===== src/rtl/notch_sweep_ctrl_if.sv =====
// Host/front-end signal bundle for notch_sweep_ctrl: sweep control, configuration,
// NCO frequency word, measurement handshake and notch results.
interface notch_sweep_ctrl_if #(
    parameter int FW_W     = 24,
    parameter int MAG_W    = 16,
    parameter int NPTS_W   = 8,
    parameter int SETTLE_W = 16
) ();
    logic                start;
    logic                abort;
    logic [FW_W-1:0]     cfg_f_start;
    logic [FW_W-1:0]     cfg_f_step;
    logic [NPTS_W-1:0]   cfg_npts;
    logic [SETTLE_W-1:0] cfg_settle;
    logic [FW_W-1:0]     freq_word;
    logic                freq_valid;
    logic                meas_req;
    logic                meas_ack;
    logic [MAG_W-1:0]    meas_mag;
    logic                busy;
    logic                done;
    logic [NPTS_W-1:0]   notch_idx;
    logic [FW_W-1:0]     notch_fw;
    logic [MAG_W-1:0]    notch_mag;

    modport master (
        output start, abort, cfg_f_start, cfg_f_step, cfg_npts, cfg_settle,
        output meas_ack, meas_mag,
        input  freq_word, freq_valid, meas_req, busy, done,
        input  notch_idx, notch_fw, notch_mag
    );

    modport slave (
        input  start, abort, cfg_f_start, cfg_f_step, cfg_npts, cfg_settle,
        input  meas_ack, meas_mag,
        output freq_word, freq_valid, meas_req, busy, done,
        output notch_idx, notch_fw, notch_mag
    );
endinterface


===== src/rtl/notch_sweep_ctrl.sv =====
// Frequency-sweep sequencer: steps the NCO word, settles, measures gain and tracks the minimum.
// Define NOTCH_SWEEP_AVG2_EN to average two measurements per point.
module notch_sweep_ctrl #(
    parameter int FW_W     = 24,
    parameter int MAG_W    = 16,
    parameter int NPTS_W   = 8,
    parameter int SETTLE_W = 16
) (
    input logic              clk,
    input logic              rst_n,
    notch_sweep_ctrl_if.slave bus
);

    typedef enum logic [2:0] {
        S_IDLE, S_LOAD, S_SETTLE, S_MEAS, S_GAP, S_MEAS2, S_UPDATE, S_DONE
    } state_e;

    state_e              state_q, state_d;
    logic [FW_W-1:0]     step_q, step_d;
    logic [NPTS_W-1:0]   npts_q, npts_d;
    logic [SETTLE_W-1:0] settle_q, settle_d;
    logic [FW_W-1:0]     fw_q, fw_d;
    logic [NPTS_W-1:0]   idx_q, idx_d;
    logic [SETTLE_W-1:0] cnt_q, cnt_d;
    logic [MAG_W-1:0]    mag_q, mag_d;
    logic [MAG_W-1:0]    m1_q, m1_d;
    logic [MAG_W-1:0]    min_mag_q, min_mag_d;
    logic [NPTS_W-1:0]   min_idx_q, min_idx_d;
    logic [FW_W-1:0]     min_fw_q, min_fw_d;

    logic [FW_W-1:0]     freq_word_q;
    logic                freq_valid_q;
    logic                meas_req_q;
    logic                busy_q;
    logic                done_q;
    logic [NPTS_W-1:0]   notch_idx_q;
    logic [FW_W-1:0]     notch_fw_q;
    logic [MAG_W-1:0]    notch_mag_q;

    // Mean of two samples through a one-bit-wider sum, truncated.
    function automatic logic [MAG_W-1:0] avg2(input logic [MAG_W-1:0] a, input logic [MAG_W-1:0] b);
        logic [MAG_W:0] sum;
        sum = {1'b0, a} + {1'b0, b};
        return sum[MAG_W:1];
    endfunction

    // Next-state and datapath update for the sweep sequencer.
    always_comb begin
        state_d   = state_q;
        step_d    = step_q;
        npts_d    = npts_q;
        settle_d  = settle_q;
        fw_d      = fw_q;
        idx_d     = idx_q;
        cnt_d     = cnt_q;
        mag_d     = mag_q;
        m1_d      = m1_q;
        min_mag_d = min_mag_q;
        min_idx_d = min_idx_q;
        min_fw_d  = min_fw_q;
        case (state_q)
            S_IDLE: begin
                if (bus.start && !bus.abort) begin
                    step_d    = bus.cfg_f_step;
                    npts_d    = bus.cfg_npts;
                    settle_d  = bus.cfg_settle;
                    fw_d      = bus.cfg_f_start;
                    idx_d     = '0;
                    min_mag_d = '1;
                    min_idx_d = '0;
                    min_fw_d  = bus.cfg_f_start;
                    state_d   = (bus.cfg_npts == '0) ? S_DONE : S_LOAD;
                end else begin
                    state_d = S_IDLE;
                end
            end
            S_LOAD: begin
                cnt_d   = settle_q;
                state_d = (settle_q == '0) ? S_MEAS : S_SETTLE;
            end
            S_SETTLE: begin
                if (cnt_q <= SETTLE_W'(1)) begin
                    state_d = S_MEAS;
                end else begin
                    cnt_d = cnt_q - SETTLE_W'(1);
                end
            end
            S_MEAS: begin
                if (bus.meas_ack) begin
`ifdef NOTCH_SWEEP_AVG2_EN
                    m1_d    = bus.meas_mag;
                    state_d = S_GAP;
`else
                    mag_d   = bus.meas_mag;
                    state_d = S_UPDATE;
`endif
                end else begin
                    state_d = S_MEAS;
                end
            end
            // One idle cycle between the paired requests; unreachable in the single-sample build.
            S_GAP: begin
`ifdef NOTCH_SWEEP_AVG2_EN
                state_d = S_MEAS2;
`else
                state_d = S_IDLE;
`endif
            end
            S_MEAS2: begin
                if (bus.meas_ack) begin
                    mag_d   = avg2(m1_q, bus.meas_mag);
                    state_d = S_UPDATE;
                end else begin
                    state_d = S_MEAS2;
                end
            end
            S_UPDATE: begin
                if (mag_q < min_mag_q) begin
                    min_mag_d = mag_q;
                    min_idx_d = idx_q;
                    min_fw_d  = fw_q;
                end else begin
                    min_mag_d = min_mag_q;
                end
                fw_d    = fw_q + step_q;
                idx_d   = idx_q + NPTS_W'(1);
                state_d = (idx_q == npts_q - NPTS_W'(1)) ? S_DONE : S_LOAD;
            end
            S_DONE: begin
                state_d = S_IDLE;
            end
            default: begin
                state_d = S_IDLE;
            end
        endcase
        if (bus.abort && (state_q != S_IDLE)) begin
            state_d = S_IDLE;
        end else begin
            state_d = state_d;
        end
    end

    // Sequencer state, shadow configuration and minimum tracker.
    always_ff @(posedge clk or negedge rst_n) begin
        if (!rst_n) begin
            state_q   <= S_IDLE;
            step_q    <= '0;
            npts_q    <= '0;
            settle_q  <= '0;
            fw_q      <= '0;
            idx_q     <= '0;
            cnt_q     <= '0;
            mag_q     <= '0;
            m1_q      <= '0;
            min_mag_q <= '1;
            min_idx_q <= '0;
            min_fw_q  <= '0;
        end else begin
            state_q   <= state_d;
            step_q    <= step_d;
            npts_q    <= npts_d;
            settle_q  <= settle_d;
            fw_q      <= fw_d;
            idx_q     <= idx_d;
            cnt_q     <= cnt_d;
            mag_q     <= mag_d;
            m1_q      <= m1_d;
            min_mag_q <= min_mag_d;
            min_idx_q <= min_idx_d;
            min_fw_q  <= min_fw_d;
        end
    end

    // Outputs are decoded from the next state so each one is aligned with the state it reports.
    always_ff @(posedge clk or negedge rst_n) begin
        if (!rst_n) begin
            freq_word_q  <= '0;
            freq_valid_q <= 1'b0;
            meas_req_q   <= 1'b0;
            busy_q       <= 1'b0;
            done_q       <= 1'b0;
            notch_idx_q  <= '0;
            notch_fw_q   <= '0;
            notch_mag_q  <= '1;
        end else begin
            freq_valid_q <= (state_d == S_LOAD);
            meas_req_q   <= (state_d == S_MEAS) || (state_d == S_MEAS2);
            busy_q       <= (state_d != S_IDLE);
            done_q       <= (state_d == S_DONE);
            if (state_d == S_LOAD) begin
                freq_word_q <= fw_d;
            end
            // Empty sweeps reach DONE straight from IDLE and leave the previous result intact.
            if ((state_q == S_UPDATE) && (state_d == S_DONE)) begin
                notch_idx_q <= min_idx_d;
                notch_fw_q  <= min_fw_d;
                notch_mag_q <= min_mag_d;
            end
        end
    end

    assign bus.freq_word  = freq_word_q;
    assign bus.freq_valid = freq_valid_q;
    assign bus.meas_req   = meas_req_q;
    assign bus.busy       = busy_q;
    assign bus.done       = done_q;
    assign bus.notch_idx  = notch_idx_q;
    assign bus.notch_fw   = notch_fw_q;
    assign bus.notch_mag  = notch_mag_q;

endmodule


===== src/flat_wrapper.sv =====
// flat-port wrapper written by rule: the top's interface ports become plain ports
module notch_sweep_ctrl_flat 
#(
    parameter int FW_W     = 24,
    parameter int MAG_W    = 16,
    parameter int NPTS_W   = 8,
    parameter int SETTLE_W = 16
)
  (clk, rst_n, bus_start, bus_abort, bus_cfg_f_start, bus_cfg_f_step, bus_cfg_npts, bus_cfg_settle, bus_meas_ack, bus_meas_mag, bus_freq_word, bus_freq_valid, bus_meas_req, bus_busy, bus_done, bus_notch_idx, bus_notch_fw, bus_notch_mag);
  notch_sweep_ctrl_if #(.FW_W(FW_W), .MAG_W(MAG_W), .NPTS_W(NPTS_W), .SETTLE_W(SETTLE_W)) bus_i ();
  input logic clk;
  input logic rst_n;
  input wire logic [$bits(bus_i.start)-1:0] bus_start;
  input wire logic [$bits(bus_i.abort)-1:0] bus_abort;
  input wire logic [$bits(bus_i.cfg_f_start)-1:0] bus_cfg_f_start;
  input wire logic [$bits(bus_i.cfg_f_step)-1:0] bus_cfg_f_step;
  input wire logic [$bits(bus_i.cfg_npts)-1:0] bus_cfg_npts;
  input wire logic [$bits(bus_i.cfg_settle)-1:0] bus_cfg_settle;
  input wire logic [$bits(bus_i.meas_ack)-1:0] bus_meas_ack;
  input wire logic [$bits(bus_i.meas_mag)-1:0] bus_meas_mag;
  output wire logic [$bits(bus_i.freq_word)-1:0] bus_freq_word;
  output wire logic [$bits(bus_i.freq_valid)-1:0] bus_freq_valid;
  output wire logic [$bits(bus_i.meas_req)-1:0] bus_meas_req;
  output wire logic [$bits(bus_i.busy)-1:0] bus_busy;
  output wire logic [$bits(bus_i.done)-1:0] bus_done;
  output wire logic [$bits(bus_i.notch_idx)-1:0] bus_notch_idx;
  output wire logic [$bits(bus_i.notch_fw)-1:0] bus_notch_fw;
  output wire logic [$bits(bus_i.notch_mag)-1:0] bus_notch_mag;
  assign bus_i.start = bus_start;
  assign bus_i.abort = bus_abort;
  assign bus_i.cfg_f_start = bus_cfg_f_start;
  assign bus_i.cfg_f_step = bus_cfg_f_step;
  assign bus_i.cfg_npts = bus_cfg_npts;
  assign bus_i.cfg_settle = bus_cfg_settle;
  assign bus_i.meas_ack = bus_meas_ack;
  assign bus_i.meas_mag = bus_meas_mag;
  assign bus_freq_word = bus_i.freq_word;
  assign bus_freq_valid = bus_i.freq_valid;
  assign bus_meas_req = bus_i.meas_req;
  assign bus_busy = bus_i.busy;
  assign bus_done = bus_i.done;
  assign bus_notch_idx = bus_i.notch_idx;
  assign bus_notch_fw = bus_i.notch_fw;
  assign bus_notch_mag = bus_i.notch_mag;
  notch_sweep_ctrl #(.FW_W(FW_W), .MAG_W(MAG_W), .NPTS_W(NPTS_W), .SETTLE_W(SETTLE_W)) u_core (.clk(clk), .rst_n(rst_n), .bus(bus_i));
endmodule

===== config.mk =====
export PLATFORM = sky130hd
export DESIGN_NAME = notch_sweep_ctrl_flat
export DESIGN_NICKNAME = d
export VERILOG_FILES = /design/src/rtl/notch_sweep_ctrl_if.sv /design/src/rtl/notch_sweep_ctrl.sv /design/src/flat_wrapper.sv
export SDC_FILE = /design/constraint.sdc
export NUM_CORES = 1
export LEC_CHECK = 0
export BUFFER_PORTS_ARGS = -buffer_cell sky130_fd_sc_hd__buf_2
export CAP_MARGIN = 20
export CORE_AREA = 2 2 161 148
export CTS_BUF_LIST = sky130_fd_sc_hd__clkbuf_2
export DETAILED_ROUTE_END_ITERATION = 6
export DIE_AREA = 0 0 163 150
export PLACE_DENSITY = 0.78
export SYNTH_ARGS = -nofsm -noshare
export SYNTH_HDL_FRONTEND = slang
export SYNTH_SLANG_ARGS = --single-unit

===== constraint.sdc =====
create_clock -name clk -period 5.9 [get_ports clk]
set_input_delay 0.295 -clock clk [delete_from_list [all_inputs] [get_ports clk]]
set_output_delay 0.295 -clock clk [all_outputs]
set_load 0.02 [all_outputs]

# ---- Yosys cells after proc, flatten, opt, wreduce, memory -nomap -nowiden
# Cells that the tools add are included.
dict set report word_totals {
  ff_bits 239
  inputBits 93
  out_inout_bits 76
}
dict set report classes {
  n_addsub 4
  n_lt_le_gt_ge 2
  eq_ne 16
  n_reduce_logical 18
  n_mux 27
}
# operator count
set ops {}
lappend ops {{$pmux 16 s2} 3}
lappend ops {{$pmux 24 s2} 2}
lappend ops {{$mux 16} 5}
lappend ops {{$mux 24} 3}
lappend ops {{$pmux 8 s2} 2}
lappend ops {{$add 24x24->24} 1}
lappend ops {{$mux 8} 3}
lappend ops {{$pmux 3 s7} 1}
lappend ops {{$eq 3x3->1 const B} 6}
lappend ops {{$mux 3} 6}
lappend ops {{$le 16x1->1 const B} 1}
lappend ops {{$logic_not 16->1} 1}
lappend ops {{$lt 16x16->1} 1}
lappend ops {{$sub 16x1->16 const B} 1}
lappend ops {{$eq 3x2->1 const B} 3}
lappend ops {{$add 8x1->8 const B} 1}
lappend ops {{$eq 8x8->1} 1}
lappend ops {{$logic_not 8->1} 1}
lappend ops {{$sub 8x1->8 const B} 1}
lappend ops {{$eq 3x1->1 const B} 2}
lappend ops {{$ne 2x2->1 const B} 3}
lappend ops {{$reduce_and 2->1} 3}
lappend ops {{$reduce_bool 2->1} 3}
lappend ops {{$reduce_bool 3->1} 2}
lappend ops {{other kinds (9)} 11}

# ---- Logic depth before layout (Yosys ltp)
dict set report depth {
  depth_word 7
  ltp_mapped 12
}

# ---- Worst setup path before layout
# Ideal clock, no wire load.
dict set report synth_timing {
  path_type {register to register}
  start {register u_core.min_mag_q[11]}
  end {register u_core.notch_fw_q[17], in the netlist u_core.bus.notch_fw[17]}
  period_less_slack_ns 2.706
  path_buffers 2
  t_arrival_ns 2.582
  setup_slack_ns 3.194
  stages_incl_launch_ff 12
  cell_sequence {dfstp_2 > inv_1 > ha_1 > nand2_1 > o21ai_1 > a2111oi_2 > o21a_1 > buf_2 > o21ai_1 > buf_2 > and3_1 > o31a_1}
}
dict set report synth_via {
  elab_chain_len 3
}
# element line
set synth_lines {}
lappend synth_lines {{start: declaration} notch_sweep_ctrl.sv:27} ;# logic [MAG_W-1:0] min_mag_q, min_mag_d;
lappend synth_lines {{start signal: assignment} notch_sweep_ctrl.sv:168} ;# min_mag_q <= min_mag_d;
lappend synth_lines {{$lt 16x16->1} notch_sweep_ctrl.sv:118} ;# if (mag_q < min_mag_q) begin
lappend synth_lines {{$mux 24} notch_sweep_ctrl.sv:118}
lappend synth_lines {{$pmux 24 s2} notch_sweep_ctrl.sv:61} ;# case (state_q)
lappend synth_lines {{end signal: assignment} notch_sweep_ctrl.sv:196} ;# notch_fw_q <= min_fw_d;
lappend synth_lines {{end: declaration} notch_sweep_ctrl.sv:37} ;# logic [FW_W-1:0] notch_fw_q;
# Every way passes these cells.
# A chain may end at the register's enable or synchronous reset.

# ---- Worst setup path after layout
dict set report layout_timing {
  start {register u_core.min_mag_q[5]}
  end {register u_core.notch_fw_q[16], in the netlist u_core.bus.notch_fw[16]}
}
# The elaborated chain is that of the path after synthesis.

==> flow_summary.ini <==
[floorplanning]
die_w_um = 163
row_count = 53
io_pins = 169
die_y_um = 150
core_area_um2 = 22880
die-area_um2 = 24450
start_util = 0.5393

[timing]
clock_skew_ns = 0.05641
setup_viol = 0
period_share = 0.6473
layout_min_cycle_time_ns = 3.819
relSlewSlack = 0.3049
final_max_slew_viol_count = 0
hold_viol = 0
grt_setup_unrepaired = false
tns_ns = 0
fmax_ghz = 0.2618
worstMarginPinSlew_ns = 1.040

[clock_network]
cts-buffers-inserted = 58
htreeDepth = 2
clkTransAtPathRegs_ns = 0.11
cts_buffer_depth = 3
cts.sinks = 239
cts_tree = built
postCtsSetupBuffers = 0
clkLatencyLatePin_ns = 0.87
clockRootBuffer = clkbuf_2

[grt]
antenna_found_initial = 0
grt_max_degree = 128
grt_pass1_wl_mm = 53.07
grt_usage = 0.2725
grt_remaining_overflow = 0
grt_pass1_vias = 10759

[setup_path]
max_stage_delay_ns = 0.84
critical_path.endpoint = u_core.bus.notch_fw[16]
critPathBufInv = 2
ff2ff_setup_slack_ns = 2.08
r2r-start = u_core.min_mag_q[5]
cp_max_fo = 36
r2r_end = u_core.bus.notch_fw[16]
endpoint_kind = flip-flop
critPathSlowestCell = o21a_1
path_cells = inv_1, ha_1, a21o_1, a2111oi_0, o21a_1, o21ai_2, buf_4, and3_1, o31a_1
path_delay_family = compound AO/OA/AOI/OAI gates
cp-start-kind = flip-flop
cp_data_arrival_time_ns = 4.54
ff2ff_path_depth = 9
critical_path_class = flip-flop to flip-flop
crit_required_ns = 6.62
startpoint = u_core.min_mag_q[5]
path_depth = 9

[power_and_ir_drop]
power_frac_clock = 0.166
ir_drop_uv = 278.9
p_per_area_nw_per_um2 = 461.7
power.total_uw = 6905
switching_power_uw = 2954
netSwitchingFraction = 0.4278
internal-power_uw = 3951
power_frac_seq = 0.389
p_leak_uw = 0.007711
combPwrFrac = 0.445

[synth]
ys_seq_area_frac = 0.4880
synth_area_leaders = dfrtp_1, nand2_1, dfstp_2, ha_1, o21ai_0
yosysTopAreaCell = dfrtp_1
async_flop_share = 1.000
yosysTopAreaCellShare = 0.4198
syn_avg_cell_area_um2 = 9.715
synth_edf_count = 0
syn_area_um2 = 12340
yosys_warnings = 0
synth_nets = 1406
ys_ff_latch = 239
synth_ff_type = dfrtp_1
netlist_instances = 1270
ys_types = 75

[finish]
nNetsFinal = 1680
mostFrequentLayoutCell = nand2_1
design_area_um2 = 14950
drive_above_1_share = 0.2124
final_cell_mix = nand2_1, dfrtp_1, buf_2, dlygate4sd3_1, o21ai_0
syn_to_final_growth_pct = 21.19
final_core_util = 0.6536

[placed_design]
place_area_um2 = 13340
hpwl_mm = 20.87
port-buffer-count = 168
place_congestion = 0.8804

[drt]
viasPerCell = 5.628
drc_errors = 0
drt_iter0_markers = 719
firstDrtPassIters = 6
wl_per_cell_um = 17.35
drt_wl_total_mm = 32.79
ant_nets = 0
dr_total_vias = 10636

[flow_run]
cap_violations = 0

[hold_path]
hp-class = input port to asynchronous set/reset pin

[outcome]
status = finished, final reports clean
==> registers in the layout, indices dropped and copies added (netlist names) <==
register	cells
u_core.bus.busy	1
u_core.bus.done	1
u_core.bus.freq_valid	1
u_core.bus.freq_word	24
u_core.bus.meas_req	1
u_core.bus.notch_fw	24
u_core.bus.notch_idx	8
u_core.bus.notch_mag	16
u_core.cnt_q	16
u_core.fw_q	24
u_core.idx_q	8
u_core.mag_q	16
u_core.min_fw_q	24
u_core.min_idx_q	8
u_core.min_mag_q	16
u_core.npts_q	8
u_core.settle_q	16
u_core.state_q	3
u_core.step_q	24
==> power groups by stage <==
stage | logic (uW) | registers (uW) | clock network (uW)
global placement | 2840 | 2680 | 0
CTS | 3040 | 2680 | 1180
global route | 3430 | 2750 | 1260
finish | 3070 | 2690 | 1150
floorplan | 2170 | 2670 | 0
detailed placement | 2940 | 2700 | 0
==> routing by layer <==
| layer | GRT usage | routed length [um] | up-vias |
|---|---|---|---|
| met5 | 0 | 0 | - |
| met3 | 0.04629 | 2012 | 61 |
| li1 | - | - | 5077 |
| met1 | 0.3561 | 14290 | 5143 |
| met4 | 0.08584 | 653 | 0 |
| met2 | 0.4653 | 15830 | 355 |
==> stage by stage <==
stage                     instances  setup slack [ns]  hold WS, ns
after floorplan                1270             3.194   -0.0005911
after global placement         1681             2.314       0.4510
after detailed placement       1681             2.136       0.4562
after CTS                      1888             2.109      0.07761
after global routing           1889             1.888       0.1136
final                          1890             2.081       0.1012
==> worst min-delay path by stage <==
stage | from | endpoint | slack [ns] | cells after the start
after global routing | bus_cfg_f_step[16] | u_core.step_q[16] | 0.11 | 4
after detailed placement | rst_n | u_core.mag_q[11] | 0.46 | 1
after floorplan | rst_n | u_core.bus.busy | -0.0006 | 0
after global placement | rst_n | u_core.mag_q[10] | 0.45 | 1
final | rst_n | u_core.mag_q[2] | 0.10 | 2
after CTS | bus_cfg_f_step[12] | u_core.step_q[12] | 0.08 | 4
==> layout make-up <==
type / instances / area, um2
Timing Repair Buffer: 284 / 1989
Sequential cell: 239 / 6021
Fill cell: 1870 / 7925
Antenna cell: 1 / 2.502
Clock inverter: 14 / 107.6
Clock buffer: 89 / 445.4
Tap cell: 302 / 377.9
Multi-Input combinational cell: 924 / 5871
Inverter: 37 / 138.9
==> cell usage after synthesis (19+ instances only) <==
cell type	instances
o21ai_0	95
ha_1	42
o211ai_1	23
nor2_1	70
a31oi_1	19
mux2_1	40
dfrtp_1	207
nand2_1	236
and2_1	23
o21ai_1	21
mux2i_1	40
a21oi_1	55
dfstp_2	32
inv_1	35
nor3_1	20
clkbuf_1	44
==> timing repair <==
| action | CTS | global route |
|---|---|---|
| hold buffers | 104 | 0 |
| resized for setup | 0 | 0 |
| endpoints found under the hold margin | 267 | 0 |
==> kinds of logic (layout without fill, tap and decap cells) <==
group	after synthesis	after routing	synth area share
AND/OR/NAND/NOR	453	453	0.1697
AO/OA/AOI/OAI	315	315	0.1648
flip-flops	239	239	0.4880
buffers and inverters	107	424	0.03742
multiplexers	87	87	0.07748
adder cells (fa/ha/maj)	43	43	0.04421
XOR/XNOR	26	26	0.01846
other	0	1	0
No activity file was read; power rests on OpenSTA's default activity.
